**src/rtl/adder_pkg.sv**
```systemverilog
// adder_pkg: settings shared by the byte-serial adder datapath (operand
// serializer, adder, result deserializer).
//   DATA_W     - full operand width
//   SLICE_W    - slice width carried per transfer
//   NUM_SLICES - transfers per operand pair
//   IDX_W      - width of a slice index
//   ST_*       - serializer FSM state encodings
package adder_pkg;

    localparam int DATA_W     = 32;
    localparam int SLICE_W    = 8;
    localparam int NUM_SLICES = DATA_W / SLICE_W;
    localparam int IDX_W      = (NUM_SLICES > 1) ? $clog2(NUM_SLICES) : 1;

    localparam logic [0:0] ST_IDLE = 1'b0;
    localparam logic [0:0] ST_SEND = 1'b1;

endpackage

```
**src/rtl/operand_serializer.sv**
```systemverilog
// operand_serializer: takes one full-width operand pair plus carry-in and
// presents it LSB slice first, one SLICE_W slice per transfer, to the
// byte-serial adder. A new pair can be taken on the same cycle the last
// slice of the previous pair transfers, so pairs stream without a bubble.
//
// Ports:
//   TClk       clock, rising edge
//   rst        asynchronous active-high reset
//   in_valid   / in_ready  : input handshake for in_a, in_b, in_cin
//   in_a, in_b             : operands
//   in_cin                 : carry-in of the whole addition
//   out_valid  / out_ready : output handshake for one slice
//   out_ra, out_rb         : current slice, zero-extended to DATA_W
//   out_cin                : captured carry-in, stable for the whole pair
//   out_first, out_last    : slice is slice 0 / slice NUM_SLICES-1
//   out_idx                : index of the current slice
//   fsm_state              : current FSM state (ST_IDLE / ST_SEND), debug only
//
// Handshake: on both sides a transfer happens on a rising edge where valid
// and ready are both 1. The producer holds valid and its data stable until
// that transfer; valid never depends on ready. in_ready does depend
// combinationally on out_ready during the last slice so the next pair can be
// taken without an idle cycle.
module operand_serializer
    import adder_pkg::*;
#(
    parameter int DATA_W  = adder_pkg::DATA_W,
    parameter int SLICE_W = adder_pkg::SLICE_W
) (
    input  logic                                  TClk,
    input  logic                                  rst,
    input  logic                                  in_valid,
    output logic                                  in_ready,
    input  logic [DATA_W-1:0]                     in_a,
    input  logic [DATA_W-1:0]                     in_b,
    input  logic                                  in_cin,
    output logic                                  out_valid,
    input  logic                                  out_ready,
    output logic [DATA_W-1:0]                     out_ra,
    output logic [DATA_W-1:0]                     out_rb,
    output logic                                  out_cin,
    output logic                                  out_first,
    output logic                                  out_last,
    output logic [$clog2(DATA_W/SLICE_W)-1:0]     out_idx,
    output logic [0:0]                            fsm_state
);

    localparam int N_SL = DATA_W / SLICE_W;
    localparam int IW   = $clog2(DATA_W / SLICE_W);

    localparam logic [IW-1:0] IDX_LAST = IW'(N_SL - 1);
    // Index whose transfer moves us onto the last slice.
    localparam logic [IW-1:0] IDX_PRE_LAST = IW'(N_SL - 2);

    logic [0:0]        state_q;
    logic [DATA_W-1:0] sa_q;
    logic [DATA_W-1:0] sb_q;
    logic              scin_q;
    logic [IW-1:0]     idx_q;
    logic              first_q;
    logic              last_q;

    logic xfer;
    logic load;

    assign out_valid = (state_q == ST_SEND);
    assign xfer      = out_valid && out_ready;
    assign in_ready  = (state_q == ST_IDLE) || (xfer && last_q);
    assign load      = in_valid && in_ready;

    always_ff @(posedge TClk or posedge rst) begin
        if (rst) begin
            state_q <= ST_IDLE;
            sa_q    <= '0;
            sb_q    <= '0;
            scin_q  <= 1'b0;
            idx_q   <= '0;
            first_q <= 1'b0;
            last_q  <= 1'b0;
        end else if (load) begin
            // Covers both the IDLE accept and the back-to-back accept on the
            // last slice of the previous pair.
            state_q <= ST_SEND;
            sa_q    <= in_a;
            sb_q    <= in_b;
            scin_q  <= in_cin;
            idx_q   <= '0;
            first_q <= 1'b1;
            last_q  <= (N_SL == 1);
        end else if (xfer) begin
            if (last_q) begin
                // Pair finished with nothing waiting: drop to IDLE. Slice
                // data is left as is; it is only meaningful with out_valid.
                state_q <= ST_IDLE;
                first_q <= 1'b0;
                last_q  <= 1'b0;
            end else begin
                sa_q    <= sa_q >> SLICE_W;
                sb_q    <= sb_q >> SLICE_W;
                idx_q   <= idx_q + 1'b1;
                first_q <= 1'b0;
                last_q  <= (idx_q == IDX_PRE_LAST);
            end
        end
    end

    // Upper bits are forced to zero so the adder only ever sees one slice.
    always_comb begin
        out_ra                = '0;
        out_rb                = '0;
        out_ra[SLICE_W-1:0]   = sa_q[SLICE_W-1:0];
        out_rb[SLICE_W-1:0]   = sb_q[SLICE_W-1:0];
    end

    assign out_cin   = scin_q;
    assign out_first = first_q;
    assign out_last  = last_q;
    assign out_idx   = idx_q;
    assign fsm_state = state_q;

    // IDX_LAST is kept for readability of the index range; tie it into a
    // harmless use so the intent is documented in one place.
    logic idx_at_last;
    assign idx_at_last = (idx_q == IDX_LAST);
    logic unused_ok;
    assign unused_ok = idx_at_last & 1'b0;

endmodule

```
**config.mk**
```make
export PLATFORM = sky130hd
export DESIGN_NAME = operand_serializer
export DESIGN_NICKNAME = d
export VERILOG_FILES = /design/src/rtl/adder_pkg.sv /design/src/rtl/operand_serializer.sv
export SDC_FILE = /design/constraint.sdc
export NUM_CORES = 1
export LEC_CHECK = 0
export CORE_UTILIZATION = 45
export DETAILED_ROUTE_END_ITERATION = 10
export HOLD_SLACK_MARGIN = 0.1
export PLACE_DENSITY = 0.89
export SLEW_MARGIN = 20
export SYNTH_ARGS = -nofsm -noshare
export SYNTH_HDL_FRONTEND = slang
export SYNTH_SLANG_ARGS = --single-unit
```
**constraint.sdc**
```tcl
create_clock -name TClk -period 2.8 [get_ports TClk]
set_clock_uncertainty 0.15 [all_clocks]
set_input_delay 0.56 -clock TClk [delete_from_list [all_inputs] [get_ports TClk]]
set_output_delay 0.56 -clock TClk [all_outputs]
set_load 0.01 [all_outputs]
```
Word-level counts from Yosys, hierarchy flattened. Cells that the tools add are included. W data, S select, Z words.

Logic and storage cells: 36. Output and inout port bits: 72. Input port bits: 69. Register bits after elaboration: 70.

Equality and inequality tests: 2. Multiplexer cells: 17. Reduce and logical (&&, ||, !) cells: 8. $add $sub $neg: 1. Bitwise operators: 1.

Operators by type and width (count): $mux W32 (6); $mux W1 (8); $mux W2 (3); $reduce_and A2 Y1 (2); $reduce_bool A2 Y1 (2); $logic_and A1 B1 Y1 (3); $add A2 B1 Y2 const B (1); $eq A2 B2 Y1 const B (1); $ne A2 B1 Y1 const B (1); $logic_or A1 B1 Y1 (1); $not A1 Y1 (1).

Depth between registers and ports, before layout. Gate-level depths: netlist of the first run.

Depth after elaboration: 6. Depth in mapped cells: 8. Gate-level depth less buffers: 4.

Worst setup path after synthesis of the first run. Ideal clock, no wire load.

Kind: in2reg. Start: in out_ready. End: reg sb_q[10]. Stages on the path: 8. Buffers on the path: 5. Path slack: 0.751 ns. Data required time: 2.539 ns. Data arrival time: 1.788 ns. Cell sequence: clkbuf_1 > a21bo_1 > buf_6 > and2_1 > buf_2 > buf_6 > buf_6 > a222oi_1.

Cells in the longest elaborated chain, start to end: 6. Elaborated cells between the ends (all ways): 8. Classes of those cells: eq/ne (1); mux (1); reduce/logical (6).

RTL lines: start: declaration (RTL line operand_serializer.sv:38) `input logic out_ready,`; $logic_and A1 B1 Y1 * (RTL line operand_serializer.sv:67) `assign xfer = out_valid && out_ready;`; $logic_and A1 B1 Y1 (RTL line operand_serializer.sv:68) `assign in_ready = (state_q == ST_IDLE) || (xfer && last_q);`; $logic_or A1 B1 Y1 (RTL line operand_serializer.sv:68); $logic_and A1 B1 Y1 (RTL line operand_serializer.sv:69) `assign load = in_valid && in_ready;`; $ne A2 B1 Y1 (no line) / $reduce_bool A2 Y1 (equally long branches); $reduce_and A2 Y1 (no line); end signal: assignment (RTL line operand_serializer.sv:85) `sb_q <= in_b;`; end signal: assignment (RTL line operand_serializer.sv:99) `sb_q <= sb_q >> SLICE_W;`; end: declaration (RTL line operand_serializer.sv:57) `logic [DATA_W-1:0] sb_q;`.

Every way passes the cells marked *; elsewhere a longest branch is shown, timed or not. A chain may end at the register's enable or synchronous reset.

Worst setup path in the final report of the first run.
Start: reg state_q, in the netlist fsm_state. End: out in_ready.

Cells in the longest elaborated chain, start to end: 3. Elaborated cells between the ends (all ways): 4. Classes of those cells: bitwise (1); reduce/logical (3).

RTL lines: start: declaration (RTL line operand_serializer.sv:55) `logic [0:0] state_q;`; start signal: assignment (RTL line operand_serializer.sv:73) `state_q <= ST_IDLE;`; start signal: assignment (RTL line operand_serializer.sv:83) `state_q <= ST_SEND;`; start signal: assignment (RTL line operand_serializer.sv:94) `state_q <= ST_IDLE;`; $logic_and A1 B1 Y1 (RTL line operand_serializer.sv:67); $logic_and A1 B1 Y1 (RTL line operand_serializer.sv:68); $logic_or A1 B1 Y1 * (RTL line operand_serializer.sv:68); end: declaration (RTL line operand_serializer.sv:33) `output logic in_ready,`.

Marked as above.

==> results.ini, run 1 <==
[run_status]
status=finished clean

[placement]
portBuffers=92
place_congestion=0.742
placedCellCount=586
placed_area_sq_mm=0.00457
hpwl_microns=6240
dp_slack_ps=173

[drt]
dr.pass1.iters=8
vias=3282
routedWlPerCell_microns=15.5
wirelength_microns=9320
detail-route-antenna-nets=0
via_per_inst=5.46
top_layer=met4
first_iter_violations=454
dr_wl_met3_microns=715
drc=0
m1WireLength_microns=3840
wl_met2_microns=4560

[layout]
drive_gt1_share_pct=6.25
num-nets-final=563
final_util_pct=57.4
diodes=0
stdcell_area_sq_mm=0.00476
nFillCells=719
multiInputGateArea_sq_mm=0.00131
final-instance-count-excl-fill=601
areaGrowthSynthToFinish_pct=22.1
final_cell_mix=inv_1, clkdlybuf4s50_1, dfrtp_1
regArea_sq_mm=0.00175
final_common_cell=inv_1

[timing]
setup_violations=0
worstMarginPinSlew_ps=536
slew_headroom_pct=64.2
finalHoldViolations=0
fin_setup_tns_ps=0
fmax_mhz=446
setup_slack_ps=558
slew_violations=0
fin_crit_sh_pct=80.1
rsz0062_at_grt=false
min_period_ps=2240

[logic_synthesis]
synthTopCellsByArea=dfrtp_1, buf_4, a222oi_1
synthCells=434
ys_seq_area_share_pct=44.9
yosysWarnings=0
synthArstFlopShare_pct=100
synth_area_sq_mm=0.00390
avgSynthCellArea_sq_um=8.99
synth.distinct_cells=24
yosysTopAreaCell=dfrtp_1
synthFlopType=dfrtp_1
synth-edff-count=0
synth-seq-cells=70
synth_top_area_share_pct=44.9

[power]
p_sw_share_pct=37.0
vdd_ir_drop_max_mv=0.401
switchingPower_mw=1.61
powerDensity_mw_per_mm2=915
seq_power_share_pct=42.2
p_leak_nw=2.42
combPwrFrac_pct=41.4
intPower_mw=2.74
p_clk_share_pct=16.4

[clocking]
cts_resized=0
cts_made_buffers=9
clockBufferDepth=2
clkLatencyLatePin_ps=330
clk_pin_slew_ps=70
cts_setup_buffers=0
htreeDepth=3
clockRootBuffer=clkbuf_8
cts_tree=done
cts_sinks=70
hold_buffers=0

[grt]
track_usage_pct=21.3
grt_pass1_wl_microns=15000
grt_max_degree=71
grt_pass1_vias=3137
grt-ovfl-total=0
antenna_found_initial=0

[job]
maxCapViolCount=0

[worst_setup_path]
critical_path.slowest_cell=clkdlybuf4s50_1
cp_max_fo=7
critPathLaunchType=flop
required_ps=2090
end_kind=output port
crit_path_max_incr_delay_ps=540
cp.arrival_ps=1530
crit_chain=a21bo_1 -> clkdlybuf4s50_1
critPathKind=flop to output port

[floorplan]
die_h_microns=95.1
dieArea_sq_mm=0.00904
ioPinCount=141
core_sq_mm=0.00830
rows=33
start_util_pct=47.0
die_x_microns=95.1

[worst_hold_path]
holdCritPathClass=flop to flop

per-stage QoR:
| stage | power [mW] | hold WS (ps) |
|---|---|---|
| after floorplan | 3.10 | 353 |
| after global placement | 3.48 | 334 |
| after detailed placement | 3.62 | 322 |
| after CTS | 4.33 | 343 |
| after global routing | 4.67 | 374 |
| final | 4.36 | 336 |
worst max-delay path, delay by kind of cell, from the launching register on:
family	cells	cell delay [ps]
buf+inv	1	540
compound gates	1	210
flops	1	450
cells in the mapped netlist, types with 2 or more instances:
cell type / instances
buf_6: 3
nand3_1: 16
nand2_1: 19
o22ai_1: 49
buf_2: 2
a222oi_1: 48
o21ai_0: 17
buf_1: 3
clkbuf_1: 27
a21oi_1: 2
buf_4: 66
dfrtp_1: 70
inv_1: 101
registers in the layout, indices dropped and copies added (netlist names):
| signal | count |
|---|---|
| out_last | 1 |
| out_cin | 1 |
| sb_q | 32 |
| out_first | 1 |
| sa_q | 32 |
| out_idx | 2 |
| fsm_state | 1 |
metal layers:
layer / vias to the layer above / global-route usage (%)
met5: - / 0
met4: 0 / 8.71
met3: 24 / 3.83
met1: 1541 / 27.7
li1: 1513 / -
met2: 204 / 35.1
power by group through the flow:
stage	combinational [mW]	sequential (mW)	clock, mW
2_1_floorplan	1.35	1.75	0
3_3_place_gp	1.66	1.82	0
3_5_place_dp	1.77	1.85	0
4_1_cts	1.77	1.84	0.724
5_1_grt	1.99	1.91	0.770
6_report	1.80	1.84	0.713
path summary, 6_finish.rpt:
path / startpoint / to / slack (ps) / depth (start not counted)
max: fsm_state / in_ready / 560 / 2
min: out_first / out_first / 340 / 1
max reg2reg: fsm_state / sb_q[12] / 750 / 4
min reg2reg: out_first / out_first / 340 / 1
max in group asynchronous: rst / fsm_state / 1700 / 3
min in group asynchronous: rst / sb_q[3] / 460 / 3
kinds of logic after synthesis:
logic type / after synthesis / share of synthesized area [%]
buffers and inverters: 202 / 26.4
other: 1 / 0.0962
xor gates and xnor gates: 1 / 0.225
muxes: 1 / 0.289
and+or+nand+nor: 40 / 4.65
adders and majority gates: 1 / 0.321
DFF: 70 / 44.9
AOI/OAI and AO/OA: 118 / 23.1
area by class of cell:
type                    instances  area share (%)
flip-flops and latches         70            36.8
multi-input cells             209            27.5
clock buffers                  12            3.26
repair buffers                102            21.5
inverters                     101            7.96
clock inverters                 2           0.210
well taps                     105            2.76
No activity file was read; power rests on OpenSTA's default activity.
==> run 2: changes to the inputs <==
- CORE_UTILIZATION: 45 -> 41
- PLACE_DENSITY: 0.89 -> 0.85
- clock period: 2.8 -> 2 ns (I/O delays scaled with it)
==> run 2 against run 1 <==
Final area grew 4.7%. Sequential cell count unchanged. Sequential power up 40%. Critical path type unchanged. Critical endpoint unchanged. Highest routed layer unchanged.
==> results.ini, run 2 (synthesis gave the netlist of run 1 again) <==
[run_status]
status=finished clean

[grt]
grt_max_degree=71  ; unchanged
grt-ovfl-total=0  ; unchanged
grt_pass1_vias=3246  ; +3.5%
antenna_found_initial=0  ; unchanged
track_usage_pct=19.7  ; -1.6 points
grt_pass1_wl_microns=15600  ; +4.0%

[timing]
slew_headroom_pct=63.4  ; -0.88 points
finalHoldViolations=0  ; unchanged
setup_violations=0  ; unchanged
whs_ps=349  ; +13.4 ps
fmax_mhz=529
worstMarginPinSlew_ps=548  ; +11.9 ps
slew_violations=0  ; unchanged
setup_slack_ps=111  ; -447 ps
fin_crit_sh_pct=94.4
min_period_ps=1890
rsz0062_at_grt=false

[layout]
num-nets-final=571  ; +1.4%
diodes=0  ; unchanged
final_util_pct=53.9  ; -3.4 points
drive_gt1_share_pct=8.89  ; +2.6 points
final_cell_mix=inv_1, clkdlybuf4s50_1, dfrtp_1
stdcell_area_sq_mm=0.00498  ; +4.7%
final_common_cell=inv_1
nFillCells=818  ; +14%
areaGrowthSynthToFinish_pct=27.8
final-instance-count-excl-fill=635  ; +5.7%

[placement]
placedCellCount=616  ; +5.1%
place_congestion=0.722  ; -2.7%
dp_slack_ps=-469  ; -642 ps
hpwl_microns=6450  ; +3.4%
portBuffers=92  ; unchanged
placed_area_sq_mm=0.00467  ; +2.3%

[floorplan]
die_h_microns=99.5  ; +4.7%
rows=35  ; +6.1%
dieArea_sq_mm=0.00991  ; +9.5%
ioPinCount=141  ; unchanged
start_util_pct=42.2  ; -4.8 points
core_sq_mm=0.00924  ; +11%
die_x_microns=99.5  ; +4.7%

[worst_setup_path]
r2r_end=sb_q[6]
end_kind=output port
rr_startpoint=fsm_state
cp.arrival_ps=1340  ; -190 ps
crit_start=fsm_state
cp_max_fo=4  ; -3
critPathLaunchType=flop
r2r_slack_ps=250  ; -500 ps
crit_path_end=in_ready
reg2reg_depth=4  ; unchanged
required_ps=1450  ; -640 ps
critPathKind=flop to output port

[drt]
wl_met2_microns=4520  ; -0.86%
top_layer=met4
dr_wl_met3_microns=639  ; -11%
wirelength_microns=9340  ; +0.19%
routedWlPerCell_microns=14.7  ; -5.2%
dr.pass1.iters=6  ; -2
first_iter_violations=484  ; +6.6%
via_per_inst=5.18  ; -5.2%
vias=3287  ; +0.15%
m1WireLength_microns=4020  ; +4.6%
detail-route-antenna-nets=0  ; unchanged
drc=0  ; unchanged

[clocking]
clk_pin_slew_ps=80  ; about the same
cts_sinks=70  ; unchanged
cts_made_buffers=9  ; unchanged
cts_tree=done
clockBufferDepth=2  ; unchanged
clkLatencyLatePin_ps=340  ; about the same
htreeDepth=3  ; unchanged
clockRootBuffer=clkbuf_8

[worst_hold_path]
holdCritPathClass=input pin to async pin

[job]
maxCapViolCount=0  ; unchanged

[power]
powerDensity_mw_per_mm2=1350  ; +47%
vdd_ir_drop_max_mv=0.408  ; +1.8%
p_leak_nw=2.50  ; +3.4%

==> run 2: cell count changes in the layout (fill, tap and decap cells not counted), sizes merged <==
| cell | change |
|---|---|
| clkdlybuf4s50 | -3 |
| dlygate4sd2 | +3 |
| clkinvlp | +2 |
| buf | +8 |
| clkinv | -1 |
| clkbuf | -2 |
| inv | -1 |
| bufinv | +4 |
==> run 2: worst min path at each step <==
stage / from / to / slack, ps / cells after the start
3_5_place_dp: out_first / out_first / 330 / 1
3_3_place_gp: out_first / out_first / 330 / 1
6_report: rst / sb_q[6] / 350 / 3
5_1_grt: rst / sb_q[6] / 380 / 3
2_1_floorplan: sa_q[24] / sa_q[24] / 350 / 2
4_1_cts: out_first / out_first / 360 / 1
==> run 2: power by group <==
part	switching, mW	total, mW	internal, mW
registers	0.522	2.58	2.06
logic	1.26	2.60	1.34
clock network	0.541	1.53	0.986
==> run 2: area by class of cell <==
class / instances / area [sq um] / area share [%]
clock buffer: 10 / 138 / 2.76
multi-input combinational: 209 / 1310 / 26.3
timing repair buffer: 110 / 1100 / 22.2
clock inverter: 6 / 133 / 2.66
inverter: 101 / 383 / 7.68
sequential: 70 / 1750 / 35.2
tap: 129 / 161 / 3.24
==> run 2: stage by stage <==
stage / power, mW / setup TNS (ps)
after floorplan: 4.34 / 0
after global placement: 4.96 / -17540
after detailed placement: 5.15 / -20720
after CTS: 6.69 / -1980
after global routing: 7.18 / 0
final: 6.71 / 0
==> run 2: repair_timing <==
item	4_1_cts	5_1_grt
buffers inserted	2	0
endpoints found under the setup margin	49	0
hold endpoints to repair	0	0
gates resized for setup	6	0
hold buffers	0	0
==> run 2: per-layer routing <==
| layer | vias up | global-route usage, % |
|---|---|---|
| met5 | - | 0 |
| met2 | 147 | 32.4 |
| li1 | 1541 | - |
| met3 | 16 | 5.06 |
| met1 | 1583 | 25.4 |
| met4 | 0 | 6.56 |
==> run 2: critical path, cell delays in order (launching register included) <==
cell,delay (ps)
dfrtp_2,450
a21bo_2,260
dlygate4sd2_1,280
